==> src/rtl/fake_netlist_bist_driver_if.sv <==
// Control and netlist-facing signals of the BIST driver, bundled so the test
// controller / netlist side and the driver side each get one modport.
interface fake_netlist_bist_driver_if #(
    parameter int IN_W = 14
);
    logic            start;
    logic [IN_W-1:0] seed;
    logic [15:0]     expected_sig;
    logic [IN_W-1:0] pattern_out;
    logic            resp_in;
    logic            busy;
    logic            done;
    logic [15:0]     signature;
    logic            pass;

    modport master (
        output start, seed, expected_sig, resp_in,
        input  pattern_out, busy, done, signature, pass
    );

    modport slave (
        input  start, seed, expected_sig, resp_in,
        output pattern_out, busy, done, signature, pass
    );
endinterface

==> src/rtl/fake_netlist_bist_driver.sv <==
// BIST driver for 14-input / 1-output netlist blocks: LFSR pattern source,
// 16-bit MISR response compactor and a golden-signature comparison.
module fake_netlist_bist_driver #(
    parameter int IN_W       = 14,
    parameter int N_PATTERNS = 1024,
    parameter int CNT_W      = 11
) (
    input  logic                      clk,
    input  logic                      rst,
    fake_netlist_bist_driver_if.slave bus
);
    typedef enum logic [1:0] {
        S_IDLE,
        S_RUN,
        S_DONE
    } state_t;

    localparam logic [CNT_W-1:0] LAST_CNT  = CNT_W'(N_PATTERNS - 1);
    localparam logic [IN_W-1:0]  SEED_ONE  = IN_W'(1);

    state_t            state_q;
    logic [IN_W-1:0]   pat_q;
    logic [IN_W-1:0]   pat_d;
    logic [15:0]       sig_q;
    logic [15:0]       sig_d;
    logic [CNT_W-1:0]  cnt_q;
    logic              busy_q;
    logic              done_q;
    logic              pass_q;

    // Tap sets x^14+x^13+x^12+x^2+1 (pattern) and x^16+x^15+x^13+x^4+1 (MISR).
    assign pat_d = {pat_q[IN_W-2:0], pat_q[13] ^ pat_q[12] ^ pat_q[11] ^ pat_q[1]};
    assign sig_d = {sig_q[14:0], sig_q[15] ^ sig_q[14] ^ sig_q[12] ^ sig_q[3] ^ bus.resp_in};

    always_ff @(posedge clk) begin
        if (rst) begin
            state_q <= S_IDLE;
            pat_q   <= '0;
            sig_q   <= '0;
            cnt_q   <= '0;
            busy_q  <= 1'b0;
            done_q  <= 1'b0;
            pass_q  <= 1'b0;
        end else begin
            done_q <= 1'b0;
            case (state_q)
                S_IDLE: begin
                    if (bus.start) begin
                        state_q <= S_RUN;
                        pat_q   <= (bus.seed == '0) ? SEED_ONE : bus.seed;
                        sig_q   <= '0;
                        cnt_q   <= '0;
                        busy_q  <= 1'b1;
                    end
                end
                S_RUN: begin
                    sig_q <= sig_d;
                    cnt_q <= cnt_q + 1'b1;
                    // The final pattern stays on the outputs through DONE.
                    if (cnt_q == LAST_CNT) begin
                        state_q <= S_DONE;
                        busy_q  <= 1'b0;
                        done_q  <= 1'b1;
                    end else begin
                        pat_q <= pat_d;
                    end
                end
                S_DONE: begin
                    pass_q  <= (sig_q == bus.expected_sig);
                    state_q <= S_IDLE;
                end
                default: begin
                    state_q <= S_IDLE;
                end
            endcase
        end
    end

    assign bus.pattern_out = pat_q;
    assign bus.busy        = busy_q;
    assign bus.done        = done_q;
    assign bus.signature   = sig_q;
    assign bus.pass        = pass_q;
endmodule

==> src/flat_wrapper.sv <==
// flat-port wrapper written by rule: the top's interface ports become plain ports
module fake_netlist_bist_driver_flat 
#(
    parameter int IN_W       = 14,
    parameter int N_PATTERNS = 1024,
    parameter int CNT_W      = 11
)
  (clk, rst, bus_start, bus_seed, bus_expected_sig, bus_resp_in, bus_pattern_out, bus_busy, bus_done, bus_signature, bus_pass);
  fake_netlist_bist_driver_if #(.IN_W(IN_W)) bus_i ();
  input  logic clk;
  input  logic rst;
  input wire logic [$bits(bus_i.start)-1:0] bus_start;
  input wire logic [$bits(bus_i.seed)-1:0] bus_seed;
  input wire logic [$bits(bus_i.expected_sig)-1:0] bus_expected_sig;
  input wire logic [$bits(bus_i.resp_in)-1:0] bus_resp_in;
  output wire logic [$bits(bus_i.pattern_out)-1:0] bus_pattern_out;
  output wire logic [$bits(bus_i.busy)-1:0] bus_busy;
  output wire logic [$bits(bus_i.done)-1:0] bus_done;
  output wire logic [$bits(bus_i.signature)-1:0] bus_signature;
  output wire logic [$bits(bus_i.pass)-1:0] bus_pass;
  assign bus_i.start = bus_start;
  assign bus_i.seed = bus_seed;
  assign bus_i.expected_sig = bus_expected_sig;
  assign bus_i.resp_in = bus_resp_in;
  assign bus_pattern_out = bus_i.pattern_out;
  assign bus_busy = bus_i.busy;
  assign bus_done = bus_i.done;
  assign bus_signature = bus_i.signature;
  assign bus_pass = bus_i.pass;
  fake_netlist_bist_driver #(.IN_W(IN_W), .N_PATTERNS(N_PATTERNS), .CNT_W(CNT_W)) u_core (.clk(clk), .rst(rst), .bus(bus_i));
endmodule
==> config.mk <==
export PLATFORM = sky130hd
export DESIGN_NAME = fake_netlist_bist_driver_flat
export DESIGN_NICKNAME = d
export VERILOG_FILES = /design/src/rtl/fake_netlist_bist_driver_if.sv /design/src/rtl/fake_netlist_bist_driver.sv /design/src/flat_wrapper.sv
export SDC_FILE = /design/constraint.sdc
export NUM_CORES = 1
export LEC_CHECK = 0
export BUFFER_PORTS_ARGS = -buffer_cell sky130_fd_sc_hd__buf_2
export CORE_UTILIZATION = 25
export CTS_CLUSTER_SIZE = 16
export DETAILED_ROUTE_END_ITERATION = 8
export GPL_TIMING_DRIVEN = 0
export PLACE_DENSITY = 0.49
export SYNTH_ARGS = -nofsm -noshare
export SYNTH_HDL_FRONTEND = slang
export SYNTH_SLANG_ARGS = --single-unit
==> constraint.sdc <==
create_clock -name clk -period 2.7 [get_ports clk]
set_clock_uncertainty 0.1 [all_clocks]
set_input_delay 0.27 -clock clk [delete_from_list [all_inputs] [get_ports clk]]
set_output_delay 0.27 -clock clk [all_outputs]
set_load 0.01 [all_outputs]
==> results of run 1 <==
-- critical path, cell delays in order (launching register included) --
cell and delay [ps]:
dfxtp_1 390, ha_1 260, nand3_2 180, o31a_4 400, buf_6 170, nor3_2 140, a311oi_2 70
-- worst max path at each step --
stage               startpoint                          to  slack, ps
2_1_floorplan  u_core.cnt_q[0]  u_core.bus.pattern_out[10]       1060
3_5_place_dp   u_core.cnt_q[0]  u_core.bus.pattern_out[10]        880
4_1_cts        u_core.cnt_q[0]   u_core.bus.pattern_out[9]        870
5_1_grt        u_core.cnt_q[0]  u_core.bus.pattern_out[11]        770
6_report       u_core.cnt_q[0]  u_core.bus.pattern_out[10]        870
3_3_place_gp   u_core.cnt_q[0]   u_core.bus.pattern_out[7]        880
-- logic make-up (layout without fill, tap and decap cells) --
kind of cell	Yosys count	count (layout)	synth area share [%]
adders and majority gates	1	1	0.548
and+or+nand+nor	103	103	24.5
buffers and inverters	17	90	3.84
xor gates and xnor gates	27	27	11.0
DFF	46	46	40.4
AOI/OAI and AO/OA	51	51	19.8
-- final cells by class --
type                            instances  area [sq um]
Inverter                                2          7.51
Multi-Input combinational cell        182          1270
Clock buffer                            5          68.8
Fill cell                             942          5930
Buffer                                 15          80.1
Sequential cell                        46           921
Tap cell                              108           135
Timing Repair Buffer                   65           325
Clock inverter                          3          25.0
-- report_power, final --
part | internal [uW] | switching [uW]
clock network | 188 | 266
registers | 707 | 31.0
logic | 110 | 154
total | 1000 | 452
-- sequential cells by signal, indices dropped and copies added, names as in the netlist --
signal	count
u_core.bus.signature	16
u_core.bus.pattern_out	14
u_core.cnt_q	11
u_core.state_q	2
u_core.bus.busy	1
u_core.bus.done	1
u_core.bus.pass	1
-- through the flow --
step | power (uW) | hold WS (ps)
2_1_floorplan | 916 | 336
3_3_place_gp | 1020 | 366
3_5_place_dp | 1020 | 369
4_1_cts | 1470 | 148
5_1_grt | 1530 | 151
6_report | 1460 | 156
-- metal layers --
| layer | routed length, um | part of all wire [%] | global-route usage (%) |
|---|---|---|---|
| met5 | 0 | 0 | 0 |
| met4 | 35 | 0.55 | 3.05 |
| met3 | 323 | 5.1 | 3.45 |
| met2 | 2890 | 46 | 22.8 |
| met1 | 3100 | 49 | 18.3 |
-- Yosys cell counts (all sizes together), types with 2 or more instances --
| cell type | number |
|---|---|
| buf | 10 |
| nand3 | 4 |
| a311oi | 15 |
| inv | 2 |
| clkbuf | 5 |
| nor2 | 28 |
| o21ai | 5 |
| nor4 | 7 |
| a21oi | 5 |
| nor3 | 16 |
| dfxtp | 46 |
| nand2 | 33 |
| xor2 | 19 |
| nand4 | 5 |
| xnor2 | 7 |
| nand2b | 2 |
| and3 | 3 |
| a22oi | 17 |
==> key figures, run 1 <==
STA
  • Worst setup margin: roughly 870 ps
  • Setup TNS: 0 ps
  • Worst-Margin Slew: about 730 ps
  • Tcrit/Tclk final: between 60 and 70%
  • RSZ-0062 raised after global routing: no
  • Final hold viol count: 0
  • Setup violators final: 0
  • Max transition margin: 51.3%
  • Count of pins over their slew limit: 0
  • Max frequency: approximately 550 MHz
  • Min cycle time layout: 1830 ps

Layout
  • Share of cells above drive strength 1: 34.0%
  • Commonest cells after routing, fill and taps aside: buf_2 (72), dfxtp_1 (46), nand2_1 (33), nor2_1 (28), xor2_1 (19)
  • Core Util, Final: 32.4%
  • Final nets: 352
  • Most common cell after layout, fill and taps aside: buf_2
  • Synth-to-Final Area Change: 24.3%
  • ANT cells: 0
  • Design area: 2840 sq um
  • Final non-filler cell total: 426

Setup path
  • Crit path max fanout: 10
  • R2r setup slk: 870 ps
  • CP Launch Type: flop
  • Reg-to-reg critical path startpoint: u_core.cnt_q[0]
  • Crit. End Element: flop
  • Reg2reg end: u_core.bus.pattern_out[10]
  • WP data required: 2770 ps
  • WS Path Type: flop to flop
  • Worst path arrival time: 1890 ps
  • Worst-case reg-to-reg path depth: 6

Routing
  • Drt initial violations: 138
  • Routed wire length: between 6000 and 7000 um
  • Drt first pass iters: 4
  • Drt drc: 0
  • Vias per cell: 4.87
  • Final antenna-violating net count: 0
  • Vias: 2,073
  • DR WL/cell: 14.9 um

Global routing
  • GR Overflow Total: 0
  • Tot GR Track Use: 13.9%
  • Vias in the first global route: 2,092
  • First-pass GRT wire length: 10,700 um
  • Initial antenna violation count: 0
  • Pin count of the biggest net entering global routing: 17

Yosys
  • Syn Area/Cell: 9.31 sq um
  • Post-Synthesis Cell Area: around 2300 sq um
  • EDFF count, synth: 0
  • Ys flop type: dfxtp_1
  • Syn Nets: 280
  • Sequential share of the synthesized area: 40.4%
  • Synth top area cells: dfxtp_1 (40%), xor2_1 (7.3%), a311oi_2 (5.9%), a22oi_1 (5.6%), nand2_1 (5.4%)
  • Dominant cell type by area after synthesis: dfxtp_1
  • Cells after Synth: 245
  • Yosys warns: 0
  • Unique cell type count in the Yosys netlist: 43
  • Post-synth top area share: 40.4%
  • #FFs+latches synth: 46
  • Ys async rst share: 0%

Hold path
  • Worst hold start: bus_seed[1]
  • HP Class: primary input to flop
  • WHS Path Cells: 3
  • WHS Endpoint: u_core.bus.pattern_out[1]

Floorplan
  • Initial Utilization: 26.0%
  • Die area: 9510 sq um
  • Core ar.: 8760 sq um
  • Die height: 97.5 um
  • I/O pin count: 67
  • Die W: 97.5 um
  • Number of cell rows: 34

Clock network
  • Clock latency on the worst-skew pair: 310 ps
  • CTS tree: done
  • Post-CTS setup buffer count: 0
  • Hold buffers post-CTS: 0
  • Number of buffers created by CTS: 5
  • Post-CTS sizing: 0
  • Max clock buf depth: 2
  • CTS root buf: clkbuf_8
  • CTS clk-pin slew, worst paths: 100 ps
  • Clk sinks: 46
  • H-tree level count: 2

Job
  • Max Cap Viol: 0

Placed design
  • DP Area: 2740 sq um
  • Number of port buffers: 65
  • Placed Cells: 418
  • RD Place Congestion: 0.716
  • Post-DP HPWL: 4680 um
  • Pre-CTS worst setup slack: 884 ps

Outcome
  • Outcome: completed

Power and ir drop
  • Leakage: 0.00120 uW
  • Peak VDD IR: 225 uV
  • Pwr dens: 514 nW/um^2
Note: power is estimated with default switching activity, not from simulation.
==> run 2, diff against run 1 <==
ABC_AREA = 1   (was default)
PLACE_DENSITY = 0.48   (was 0.49)
clock period = 1.83 ns   (was 2.7 ns; I/O delays follow)
==> key figures, run 2 <==
Yosys
  • Count leader, synth: nand2_1
  • Post-synth top area share: 37.4% (-2.9 points)
  • Dominant cell type by area after synthesis: dfxtp_1
  • Unique cell type count in the Yosys netlist: 34 (-21%)
  • Yosys warns: 0 (unchanged)
  • Cells after Synth: 380 (+55%)
  • Ys async rst share: 0% (unchanged)
  • Syn Nets: 415 (+48%)
  • Syn Area/Cell: 6.47 sq um (-30%)
  • Synth top cells by count: nand2_1 (143), dfxtp_1 (46), inv_1 (38)
  • Sequential share of the synthesized area: 37.4% (-2.9 points)
  • Post-Synthesis Cell Area: 2460 sq um (+7.8%)
  • EDFF count, synth: 0 (unchanged)
  • Synth top area cells: dfxtp_1 (37%), nand2_1 (22%), a21oi_1 (7.3%), inv_1 (5.8%), nand3_1 (4.5%)
  • Ys flop type: dfxtp_1
  • #FFs+latches synth: 46 (unchanged)

Placed design
  • RD Place Congestion: 0.818 (+14%)
  • Number of port buffers: 66 (+1.5%)
  • DP Area: 2950 sq um (+7.7%)
  • Post-DP HPWL: 5130 um (+9.6%)

Setup path
  • Crit path max fanout: 10 (unchanged)
  • Reg-to-reg critical path startpoint: u_core.cnt_q[0]
  • Reg2reg end: u_core.bus.pattern_out[9]
  • WP data required: 1900 ps (-870 ps)
  • Worst-case reg-to-reg path depth: 9 (+3)
  • CP Launch Type: flop
  • Crit. End Element: flop
  • Worst path arrival time: 1760 ps (-130 ps)
  • R2r setup slk: 140 ps (-740 ps)
  • WS Path Type: flop to flop

Clock network
  • CTS root buf: clkbuf_8
  • Clk sinks: 46 (unchanged)
  • Clock latency on the worst-skew pair: 300 ps (about the same)
  • Hold buffers post-CTS: 0 (unchanged)
  • CTS tree: done
  • Number of buffers created by CTS: 5 (unchanged)
  • CTS clk-pin slew, worst paths: 90 ps (about the same)
  • Max clock buf depth: 2 (unchanged)
  • H-tree level count: 2 (unchanged)

Routing
  • Drt first pass iters: 4 (unchanged)
  • Final antenna-violating net count: 0 (unchanged)
  • DR WL/cell: 11.7 um (-21%)
  • Vias: 2,521 (+22%)
  • Routed wire length: 6830 um (+7.6%)
  • Drt drc: 0 (unchanged)
  • Vias per cell: 4.32 (-11%)
  • Drt initial violations: 91 (-34%)

Floorplan
  • Die W: 101 um (+3.8%)
  • Die area: 10,200 sq um (+7.7%)
  • I/O pin count: 67 (unchanged)
  • Number of cell rows: 35 (+2.9%)
  • Initial Utilization: 26.2% (+0.22 points)
  • Die height: 101 um (+3.8%)
  • Core ar.: 9370 sq um (+6.9%)

STA
  • Max frequency: 591 MHz (+7.8%)
  • Setup violators final: 0 (unchanged)
  • Count of pins over their slew limit: 0 (unchanged)
  • Final hold viol count: 0 (unchanged)
  • Setup TNS: 0 ps (unchanged)
  • Min cycle time layout: 1690 ps (-133 ps)
  • Tcrit/Tclk final: 92.5% (+25 points)
  • Max transition margin: 59.5% (+8.2 points)
  • Worst-Margin Slew: 608 ps (-123 ps)
  • RSZ-0062 raised after global routing: no

Layout
  • Synth-to-Final Area Change: 24.8%
  • FF+latch area: 926 sq um (+0.54%)
  • Final nets: 488 (+39%)
  • Multi-input logic area: 1290 sq um (+1.3%)
  • Max reg flops: 16 (unchanged)
  • Commonest cells after routing, fill and taps aside: nand2_1 (143), buf_2 (69), dfxtp_1 (44), inv_1 (38), a21oi_1 (36)
  • FILL cells: 1,070 (+14%)
  • Share of cells above drive strength 1: 21.4% (-13 points)
  • Design area: 3070 sq um (+8.3%)
  • Most common cell after layout, fill and taps aside: nand2_1
  • ANT cells: 0 (unchanged)

Hold path
  • WHS Endpoint: u_core.bus.signature[0]
  • HP Class: primary input to flop
  • Worst hold start: bus_resp_in
  • WHS Path Cells: 4 (+1)

Power and ir drop
  • Clock power frac: 35.2% (+4.0 points)
  • Int Power: 1580 uW (+58%)
  • Peak VDD IR: 302 uV (+34%)
  • Sequential share of power: 48.9% (-1.8 points)
  • Pwr dens: 713 nW/um^2 (+39%)
  • Net Sw Frac: 27.6% (-3.4 points)
  • Logic pwr share: 15.9% (-2.3 points)
  • Sw power: 605 uW (+34%)
  • Leakage: 0.00143 uW (+19%)

Outcome
  • Outcome: completed

Global routing
  • Pin count of the biggest net entering global routing: 15 (-2)
  • Initial antenna violation count: 0 (unchanged)
  • First-pass GRT wire length: 11,000 um (+3.4%)
  • Tot GR Track Use: 13.8% (-0.098 points)
  • GR Overflow Total: 0 (unchanged)
  • Vias in the first global route: 2,314 (+11%)

Job
  • Max Cap Viol: 0 (unchanged)
[run 2: changes by cell type in the layout (fill, tap and decap cells not counted), sizes merged, moves of 3 or more]
cell,before,now
a21oi,5,36
a22oi,17,0
a311oi,15,0
clkbuf,10,15
inv,3,39
nand2,33,148
nand3,4,23
nor2,28,31
nor3,16,4
nor4,7,0
o21ai,5,11
xor2,19,5
[run 2: cell families (layout without fill, tap and decap cells)]
group / Yosys count / after routing / synth area share, %
AO/OA/AOI/OAI: 50 / 50 / 10.5
multiplexers: 1 / 1 / 0.407
adder cells (fa/ha/maj): 1 / 1 / 0.509
AND/OR/NAND/NOR: 215 / 215 / 37.0
buffers and inverters: 56 / 130 / 10.3
flip-flops: 46 / 46 / 37.4
XOR/XNOR: 11 / 11 / 3.92
[run 2: worst max-delay path, cell delays in order, from the launching register on]
cell	delay, ps
dfxtp_4	390
ha_2	200
nand3_2	130
nor3_4	160
nand2_2	90
nand2_4	110
nand2_4	90
buf_6	160
nand2_1	60
a21oi_1	60
[run 2: how the worst max path moves through the flow]
stage | startpoint | cells after the start | endpoint
6_report | u_core.cnt_q[0] | 9 | u_core.bus.pattern_out[9]
5_1_grt | u_core.cnt_q[0] | 9 | u_core.bus.pattern_out[9]
4_1_cts | u_core.cnt_q[0] | 9 | u_core.bus.pattern_out[9]
3_5_place_dp | u_core.cnt_q[0] | 9 | u_core.bus.pattern_out[9]
3_3_place_gp | u_core.cnt_q[0] | 9 | u_core.bus.pattern_out[13]
2_1_floorplan | u_core.cnt_q[0] | 9 | u_core.bus.pattern_out[11]
[run 2: metal layers]
| layer | vias up | part of all wire (%) | global-route usage [%] |
|---|---|---|---|
| met2 | 67 | 46 | 23.3 |
| li1 | 1328 | - | - |
| met4 | 0 | 0.89 | 4.01 |
| met3 | 5 | 4.5 | 2.28 |
| met1 | 1121 | 49 | 18.1 |
| met5 | - | 0 | 0 |
[run 2: power groups by stage]
| stage | sequential (uW) | clock [uW] | combinational [uW] |
|---|---|---|---|
| 6_report | 1070 | 771 | 347 |
| 5_1_grt | 1080 | 831 | 393 |
| 4_1_cts | 1070 | 795 | 353 |
| 3_5_place_dp | 1090 | 0 | 352 |
| 3_3_place_gp | 1090 | 0 | 351 |
| 2_1_floorplan | 1100 | 0 | 206 |
[run 2: final cells by class]
type | count | area share (%)
Inverter | 39 | 4.77
Clock buffer | 6 | 2.36
Clock inverter | 2 | 1.22
Multi-Input combinational cell | 278 | 42.0
Timing Repair Buffer | 66 | 10.8
Sequential cell | 46 | 30.2
Buffer | 17 | 3.47
Tap cell | 129 | 5.26
[run 2: metrics by stage]
step / utilization, % / cells / hold WS [ps] / worst slack, ps / total power [uW]
after floorplan: - / 380 / 272 / 275 / 1310
after global placement: 31.5 / 575 / 354 / 63.2 / 1450
after detailed placement: 31.5 / 575 / 355 / 49.8 / 1450
after CTS: 32.7 / 583 / 76.7 / 35.9 / 2220
after global routing: 32.8 / 583 / 88.9 / 7.76 / 2300
final: 32.8 / 583 / 81.4 / 137 / 2190
[run 2: repair_timing]
action                     in CTS  in global routing
setup buffers                   0                  0
gates resized for setup         0                  4
setup endpoints to repair       0                 12
